$ cat src/rtl/seven_seg_scan.sv
// seven_seg_scan -- time-multiplexed digit scanner for a common-segment
// multi-digit 7-segment display.
//
// Holds a hex value and shows one nibble at a time to an external
// nibble-to-segment decoder, with a matching one-hot digit enable. Each digit
// slot begins with a blanking interval (all enables low) so the decoder can
// settle on the new nibble before its digit lights up. New values are
// committed only at the start of slot 0, so a frame never shows a mix of old
// and new digits.
//
// Optional build macro: LEADING_ZERO_BLANK_EN
//   When defined, digits above the most significant nonzero nibble of the
//   committed value stay dark. Digit 0 is always shown. Timing and nibble_out
//   are not affected.
//
// Ports:
//   clk          system clock
//   rst          synchronous reset, active-high
//   value_in     hex value, nibble d drives digit d (digit 0 = [3:0])
//   load         one-cycle strobe, captures value_in for the next frame
//   nibble_out   nibble for the digit currently being scanned
//   digit_sel    one-hot digit enable, all-zero while blanking
//   frame_start  one-cycle pulse after the edge that begins slot 0
//
// Timing: the counters hold the (slot, phase) that the next edge presents.
// Every output register is loaded from the current counter values, so after
// the n-th edge out of reset the outputs reflect slot floor((n-1)/DIV) mod
// NUM_DIGITS, phase (n-1) mod DIV.

module seven_seg_scan #(
  parameter int NUM_DIGITS   = 4,
  parameter int DIV          = 12000,
  parameter int BLANK_CYCLES = 16
) (
  input  logic                    clk,
  input  logic                    rst,
  input  logic [4*NUM_DIGITS-1:0] value_in,
  input  logic                    load,
  output logic [3:0]              nibble_out,
  output logic [NUM_DIGITS-1:0]   digit_sel,
  output logic                    frame_start
);

  localparam int SW = (DIV > 1) ? $clog2(DIV) : 1;
  localparam int DW = (NUM_DIGITS > 1) ? $clog2(NUM_DIGITS) : 1;
  localparam int VW = 4 * NUM_DIGITS;

  localparam logic [SW-1:0] SLOT_LAST  = SW'(DIV - 1);
  localparam logic [SW-1:0] BLANK_END  = SW'(BLANK_CYCLES);
  localparam logic [DW-1:0] DIGIT_LAST = DW'(NUM_DIGITS - 1);
  localparam logic [NUM_DIGITS-1:0] ONE_HOT0 = NUM_DIGITS'(1);

  // scan position presented at the next edge
  logic [SW-1:0] slot_cnt;
  logic [DW-1:0] digit_idx;

  // value storage
  logic [VW-1:0] pending;
  logic          pending_valid;
  logic [VW-1:0] display;

  // combinational helpers
  logic          frame_edge;   // the coming edge begins slot 0
  logic          slot_wrap;    // the coming edge is the last phase of a slot
  logic [VW-1:0] display_nxt;
  logic [3:0]    nib_nxt;
  logic          in_window;
  logic          digit_on;
  logic [NUM_DIGITS-1:0] sel_nxt;

  assign frame_edge = (slot_cnt == '0) && (digit_idx == '0);
  assign slot_wrap  = (slot_cnt == SLOT_LAST);
  assign in_window  = (slot_cnt >= BLANK_END);

  // Commit happens only at the frame edge. A load on that very edge wins over
  // anything pending so it shows without a one-frame delay.
  always_comb begin
    display_nxt = display;
    if (frame_edge) begin
      if (load)               display_nxt = value_in;
      else if (pending_valid) display_nxt = pending;
    end
  end

  // Nibble for the slot being presented. Taken from display_nxt so a value
  // committed on this edge is already visible in slot 0.
  always_comb begin
    nib_nxt = 4'h0;
    for (int d = 0; d < NUM_DIGITS; d++) begin
      if (digit_idx == DW'(d)) nib_nxt = display_nxt[4*d +: 4];
    end
  end

`ifdef LEADING_ZERO_BLANK_EN
  // Index of the highest nonzero nibble of the committed value; 0 when the
  // value is zero so digit 0 still shows "0".
  logic [DW-1:0] msd_idx;
  logic [DW-1:0] msd_nxt;

  always_comb begin
    msd_nxt = '0;
    for (int d = 0; d < NUM_DIGITS; d++) begin
      if (display_nxt[4*d +: 4] != 4'h0) msd_nxt = DW'(d);
    end
  end

  always_ff @(posedge clk) begin
    if (rst)             msd_idx <= '0;
    else if (frame_edge) msd_idx <= msd_nxt;
  end

  // Slot 0 is always blanked at the frame edge, so the registered msd_idx is
  // already current by the time any enable window opens.
  assign digit_on = (digit_idx <= msd_idx);
`else
  assign digit_on = 1'b1;
`endif

  assign sel_nxt = (in_window && digit_on) ? (ONE_HOT0 << digit_idx)
                                           : '0;

  // scan counters
  always_ff @(posedge clk) begin
    if (rst) begin
      slot_cnt  <= '0;
      digit_idx <= '0;
    end else begin
      slot_cnt <= slot_wrap ? '0 : slot_cnt + 1'b1;
      if (slot_wrap) digit_idx <= (digit_idx == DIGIT_LAST) ? '0 : digit_idx + 1'b1;
    end
  end

  // pending / display registers
  always_ff @(posedge clk) begin
    if (rst) begin
      pending       <= '0;
      pending_valid <= 1'b0;
      display       <= '0;
    end else begin
      display <= display_nxt;
      if (frame_edge) begin
        pending_valid <= 1'b0;
      end else if (load) begin
        pending       <= value_in;
        pending_valid <= 1'b1;
      end
    end
  end

  // Output registers. nibble_out only moves at phase 0, which is always
  // blanked, so the decoder output is stable before the enable rises.
  always_ff @(posedge clk) begin
    if (rst) begin
      nibble_out  <= 4'h0;
      digit_sel   <= '0;
      frame_start <= 1'b0;
    end else begin
      if (slot_cnt == '0) nibble_out <= nib_nxt;
      digit_sel   <= sel_nxt;
      frame_start <= frame_edge;
    end
  end

endmodule

$ cat config.mk
export PLATFORM = sky130hd
export DESIGN_NAME = seven_seg_scan
export DESIGN_NICKNAME = d
export VERILOG_FILES = /design/src/rtl/seven_seg_scan.sv
export SDC_FILE = /design/constraint.sdc
export NUM_CORES = 1
export LEC_CHECK = 0
export ABC_AREA = 1
export CAP_MARGIN = 20
export CORE_ASPECT_RATIO = 0.6
export CORE_MARGIN = 2
export CORE_UTILIZATION = 50
export DETAILED_ROUTE_END_ITERATION = 8
export GPL_ROUTABILITY_DRIVEN = 0
export PLACE_DENSITY_LB_ADDON = 0.1
export SYNTH_ARGS = -nofsm -noshare
export SYNTH_HDL_FRONTEND = slang
export SYNTH_SLANG_ARGS = --single-unit
export TNS_END_PERCENT = 30
$ cat constraint.sdc
create_clock -name clk -period 1.9 [get_ports clk]
set_clock_uncertainty 0.05 [all_clocks]
set_input_delay 0.38 -clock clk [delete_from_list [all_inputs] [get_ports clk]]
set_output_delay 0.38 -clock clk [all_outputs]
set_load 0.01 [all_outputs]
; ---- Word-level counts from Yosys, hierarchy flattened
; Cells that the tools add are included.
[word_totals]
register_bits = 58
out_inout_bits = 9
word_cells = 33
[classes]
add_sub_neg = 2
order_cmp = 1
eq_ne = 4
n_shift = 1
n_mux = 8
n_bitwise = 2
reduce_logical = 7
[ops]
columns = operator, n
row1 = $mux 16, 3
row2 = $mux 4, 4
row3 = $add 14x1->14 const B, 1
row4 = $eq 14x14->1 const B, 1
row5 = $ge 14x5->1 const B, 1
row6 = $logic_not 14->1, 1
row7 = $reduce_or 2->1, 3
row8 = $eq 2x2->1 const B, 2
row9 = $shl 1x2->4 const A, 1
row10 = $add 2x1->2 const B, 1
row11 = $eq 2x1->1 const B, 1
row12 = $logic_not 2->1, 1
row13 = $mux 2, 1
row14 = $not 1->1, 2
row15 = $reduce_and 2->1, 1
row16 = $logic_and 1x1->1, 1

; ---- Depth between registers and ports, before layout
[depth]
depth_word = 7
ltp_mapped = 14
ltp_nobuf = 13

; ---- Worst setup path before layout
; No wires, ideal clock.
[synth_timing]
kind = reg2reg
startpoint = register digit_idx[0]
endpoint = register nibble_out[2]
setup_ps = 132
arrival_time_ps = 1481
t_required_ps = 1718
slack_ps = 237
stages_incl_launch_ff = 12
n_path_buf = 1
path_cell_list = dfxtp_1 -> inv_1 -> ha_1 -> inv_1 -> nor2_8 -> buf_8 -> nand2_2 -> nand2_1 -> a21oi_1 -> nand2_1 -> nand2_1 -> a21oi_2
[synth_via]
elab_chain_len = 7
[synth_lines]
columns = element, line_no
row1 = start: declaration, 55  ; logic [DW-1:0] digit_idx;
row2 = start signal: assignment, 129  ; if (slot_wrap) digit_idx <= (digit_idx == DIGIT_LAST) ? '0 : digit_idx + 1'b1;
row3 = $logic_not 2->1, "71, 90"
row4 = $logic_and 1x1->1, 71  ; assign frame_edge = (slot_cnt == '0) && (digit_idx == '0);
row5 = $mux 16, 79  ; if (frame_edge) begin
row6 = $mux 4 (3 in a row), 90  ; if (digit_idx == DW'(d)) nib_nxt = display_nxt[4*d +: 4];
row7 = $mux 4 *, 90
row8 = end signal: assignment, 158  ; if (slot_cnt == '0) nibble_out <= nib_nxt;
row9 = end: declaration, 39  ; output logic [3:0] nibble_out,
; Every way passes the cells marked *; elsewhere a longest branch is shown, timed or not.
; A chain may end at the register's enable or synchronous reset.

; ---- Final worst setup path
[layout_timing]
startpoint = register slot_cnt[0]
endpoint = register nibble_out[2]
[layout_via]
elab_chain_len = 7
[layout_lines]
columns = element, line_no
row1 = start: declaration, 54  ; logic [SW-1:0] slot_cnt;
row2 = start signal: assignment, 128  ; slot_cnt <= slot_wrap ? '0 : slot_cnt + 1'b1;
row3 = $logic_not 14->1 *, "71, 158"
row4 = $logic_and 1x1->1, 71
row5 = $mux 16, 79
row6 = $mux 4 (4 in a row), 90
; Marks and branches as above.

==> results by group <==
Worst setup path
  – Crit Path Max Fanout: 5
  – Crit Reg-Reg Startpoint: slot_cnt[0]
  – Worst EP arrival: 2.02 ns
  – Critical path class: reg2reg
  – Worst Path Required: between 2 and 2.5 ns
  – Crit. Startpoint: slot_cnt[0]
  – Crit end category: register
  – CP startpoint kind: register

CTS
  – H-tree levels: 3
  – Hold-fix buffers at CTS: 0
  – Worst-case clock buffer depth: 2
  – Clock tree sinks: 58
  – Clk pin slew, worst setup/hold paths: 0.06 ns
  – CTS Buf Count: 9
  – CTS tree: done
  – Clk root buf: clkbuf_8
  – Worst-skew pair later-pin latency: 0.34 ns

Global routing
  – Vias in the first global route: 2418
  – Largest net degree at the start of global routing: 35
  – Congestion Overflow GR: 0
  – First-pass GRT wire length: 11700 µm
  – Antenna violations before repair: 0
  – All-Layer GR Usage: 23.7%

Pwr
  – Lkg Pwr: 0.00165 µW
  – Peak VDD IR: approximately 500 µV
  – PwrDens: 842 mW/mm²
  – Tot Pwr: 3140 µW

Final layout
  – Sequential cell area: 0.00116 mm²
  – Area grow syn2layout: 28.2%
  – Share of layout cells above drive strength 1: 16.2%
  – Antenna Cells: 0
  – Fill cell count: 503
  – Area of the multi-input gates: 0.00155 mm²
  – Total Nets Final: 508

Routing
  – Routed vias/inst: 4.95
  – Initial DRC Count: 185
  – WL/cell: 12.9 µm
  – DRT antenna net count: 0
  – WL final: around 7300 µm
  – # DRC: 0
  – Highest routed layer: met4
  – Total number of vias: 2812
  – M1 wire length: 3840 µm
  – Met3 WL: 535 µm
  – Detail Route met2 WL: 2880 µm
  – Drt pass-1 iters: 5

Min path
  – Hold wc startpoint: slot_cnt[0]
  – Worst Hold Class: reg2reg

Floorplanning
  – Io pins: 28
  – Die extent in y: 63.1 µm
  – Initial core utilization: 51.9%
  – Total die area: 0.00646 mm²
  – Core ar.: 0.00560 mm²
  – Row count: 21
  – Die W: 102 µm

Timing
  – Final Max Tran Viols: 0
  – Final setup violation count: 0
  – Fin crit share: 97.0%
  – Slew of the pin with the lowest slew margin: 0.483 ns
  – Final min period: 1.84 ns
  – Fin. Hold Viols: 0
  – Setup ws final: 0.0569 ns
  – Achievable Freq: roughly 540 MHz
  – Slew margin rel.: 67.8%

Synth
  – Post-synth EDFFs: 0
  – Syn Nets: 453
  – Synth Cell Area: 0.00291 mm²
  – Top_reg_cell synth: dfxtp_1
  – Async SR Flop Fraction: 0%
  – Ys Warns: 0
  – Synth area leader: dfxtp_1
  – Mapped Cells: 428
  – Synth unique cells: 35
  – Post-synth top area share: 39.9%
  – Sequential fraction of the synthesis area: 39.9%
  – Synth area leaders: dfxtp_1, nand2_1, a21oi_1
  – Yosys reg bits: between 50 and 60
  – Synth Area per Inst: 6.79 µm²

Place
  – DP HPWL: 5020 µm
  – Pre-CTS WS: -0.131 ns
  – Port buffer count: 27

Run
  – Maximum Capacitance Violations: 0

Status
  – Status: complete, no violations
[per-stage QoR]
| stage | utilization, % | setup TNS (ns) | instances | cell area (µm²) | hold WS [ns] |
|---|---|---|---|---|---|
| 3_5_place_dp | 60.9 | -0.444 | 544 | 3410 | 0.397 |
| 2_1_floorplan | - | 0 | 428 | 2910 | 0.380 |
| 5_1_grt | 66.6 | -0.139 | 568 | 3720 | 0.408 |
| 6_report | 66.6 | 0 | 568 | 3720 | 0.379 |
| 3_3_place_gp | 60.9 | -0.335 | 544 | 3410 | 0.396 |
| 4_1_cts | 64.4 | 0 | 560 | 3600 | 0.407 |
[Yosys cell counts (6+ instances only)]
master	count
nor3_1	7
clkbuf_1	7
nand3_1	24
nand2_1	156
nor2_1	32
inv_1	35
o21ai_0	6
or2_2	6
ha_1	6
dfxtp_1	58
a21oi_1	43
buf_2	7
[where the power goes]
group          switching (µW)  internal (µW)  total (µW)
registers                47.6           1300        1340
logic                     351            281         632
clock network             484            677        1160
total                     882           2260        3140
[registers in the layout (all words and copies together) (netlist names)]
name and count:
display 16, nibble_out 4, digit_sel 4, pending_valid 1
frame_start 1, slot_cnt 14, pending 16, digit_idx 2
[cell type report]
type / count / share of cell area, %
clock buffers: 14 / 4.37
flip-flops and latches: 58 / 31.2
multi-input cells: 316 / 41.6
repair buffers: 61 / 15.5
inverters: 37 / 3.73
well taps: 80 / 2.69
clock inverters: 2 / 0.941
[layout by cell type (no fill, tap or decap), types with 5 or more instances in the layout]
cell,count
or2_2,6
inv_1,35
o21ai_0,6
nand2_1,154
a21oi_1,42
ha_1,5
dfxtp_1,57
clkdlybuf4s50_1,27
nor2_1,30
clkbuf_8,11
nand3_1,22
buf_4,30
nor3_1,7
[path summary, 6_finish.rpt]
check	slack [ns]	to	depth (start not counted)
min reg2reg	0.38	slot_cnt[0]	1
max	0.06	nibble_out[2]	14
max reg2reg	0.06	nibble_out[2]	14
min	0.38	slot_cnt[0]	1
[worst max-delay path, stage by stage (launching register included)]
cell and delay (ns):
dfxtp_2 0.33, inv_1 0.06, ha_2 0.17, nand2_2 0.07
nor2_4 0.14, nand2_4 0.12, buf_12 0.14, nor2_4 0.13
nand2_1 0.08, nand3_1 0.09, nand2_1 0.08, nand2_1 0.07
nand2_1 0.06, nand2_1 0.08, a21oi_2 0.05
[what timing repair did]
| item | 4_1_cts | 5_1_grt |
|---|---|---|
| endpoints found under the setup margin | 0 | 19 |
| resized for setup | 0 | 10 |
| endpoints found under the hold margin | 0 | 0 |
| setup buffers | 0 | 7 |
[kinds of logic (layout without fill, tap and decap cells)]
kind of cell / count (synthesis) / in the layout / share of synthesized area, %
AOI/OAI and AO/OA: 62 / 62 / 12.0
DFF: 58 / 58 / 39.9
buffers and inverters: 55 / 114 / 8.18
adders and majority gates: 6 / 6 / 2.58
xor gates and xnor gates: 4 / 4 / 1.21
and+or+nand+nor: 243 / 244 / 36.1
[per-layer routing]
metal,vias to the layer above,track usage [%]
met2,87,29.2
met4,0,6.50
met1,1250,37.2
met3,4,8.88
met5,-,0
li1,1471,-
Power figures use the tool's default switching activity.
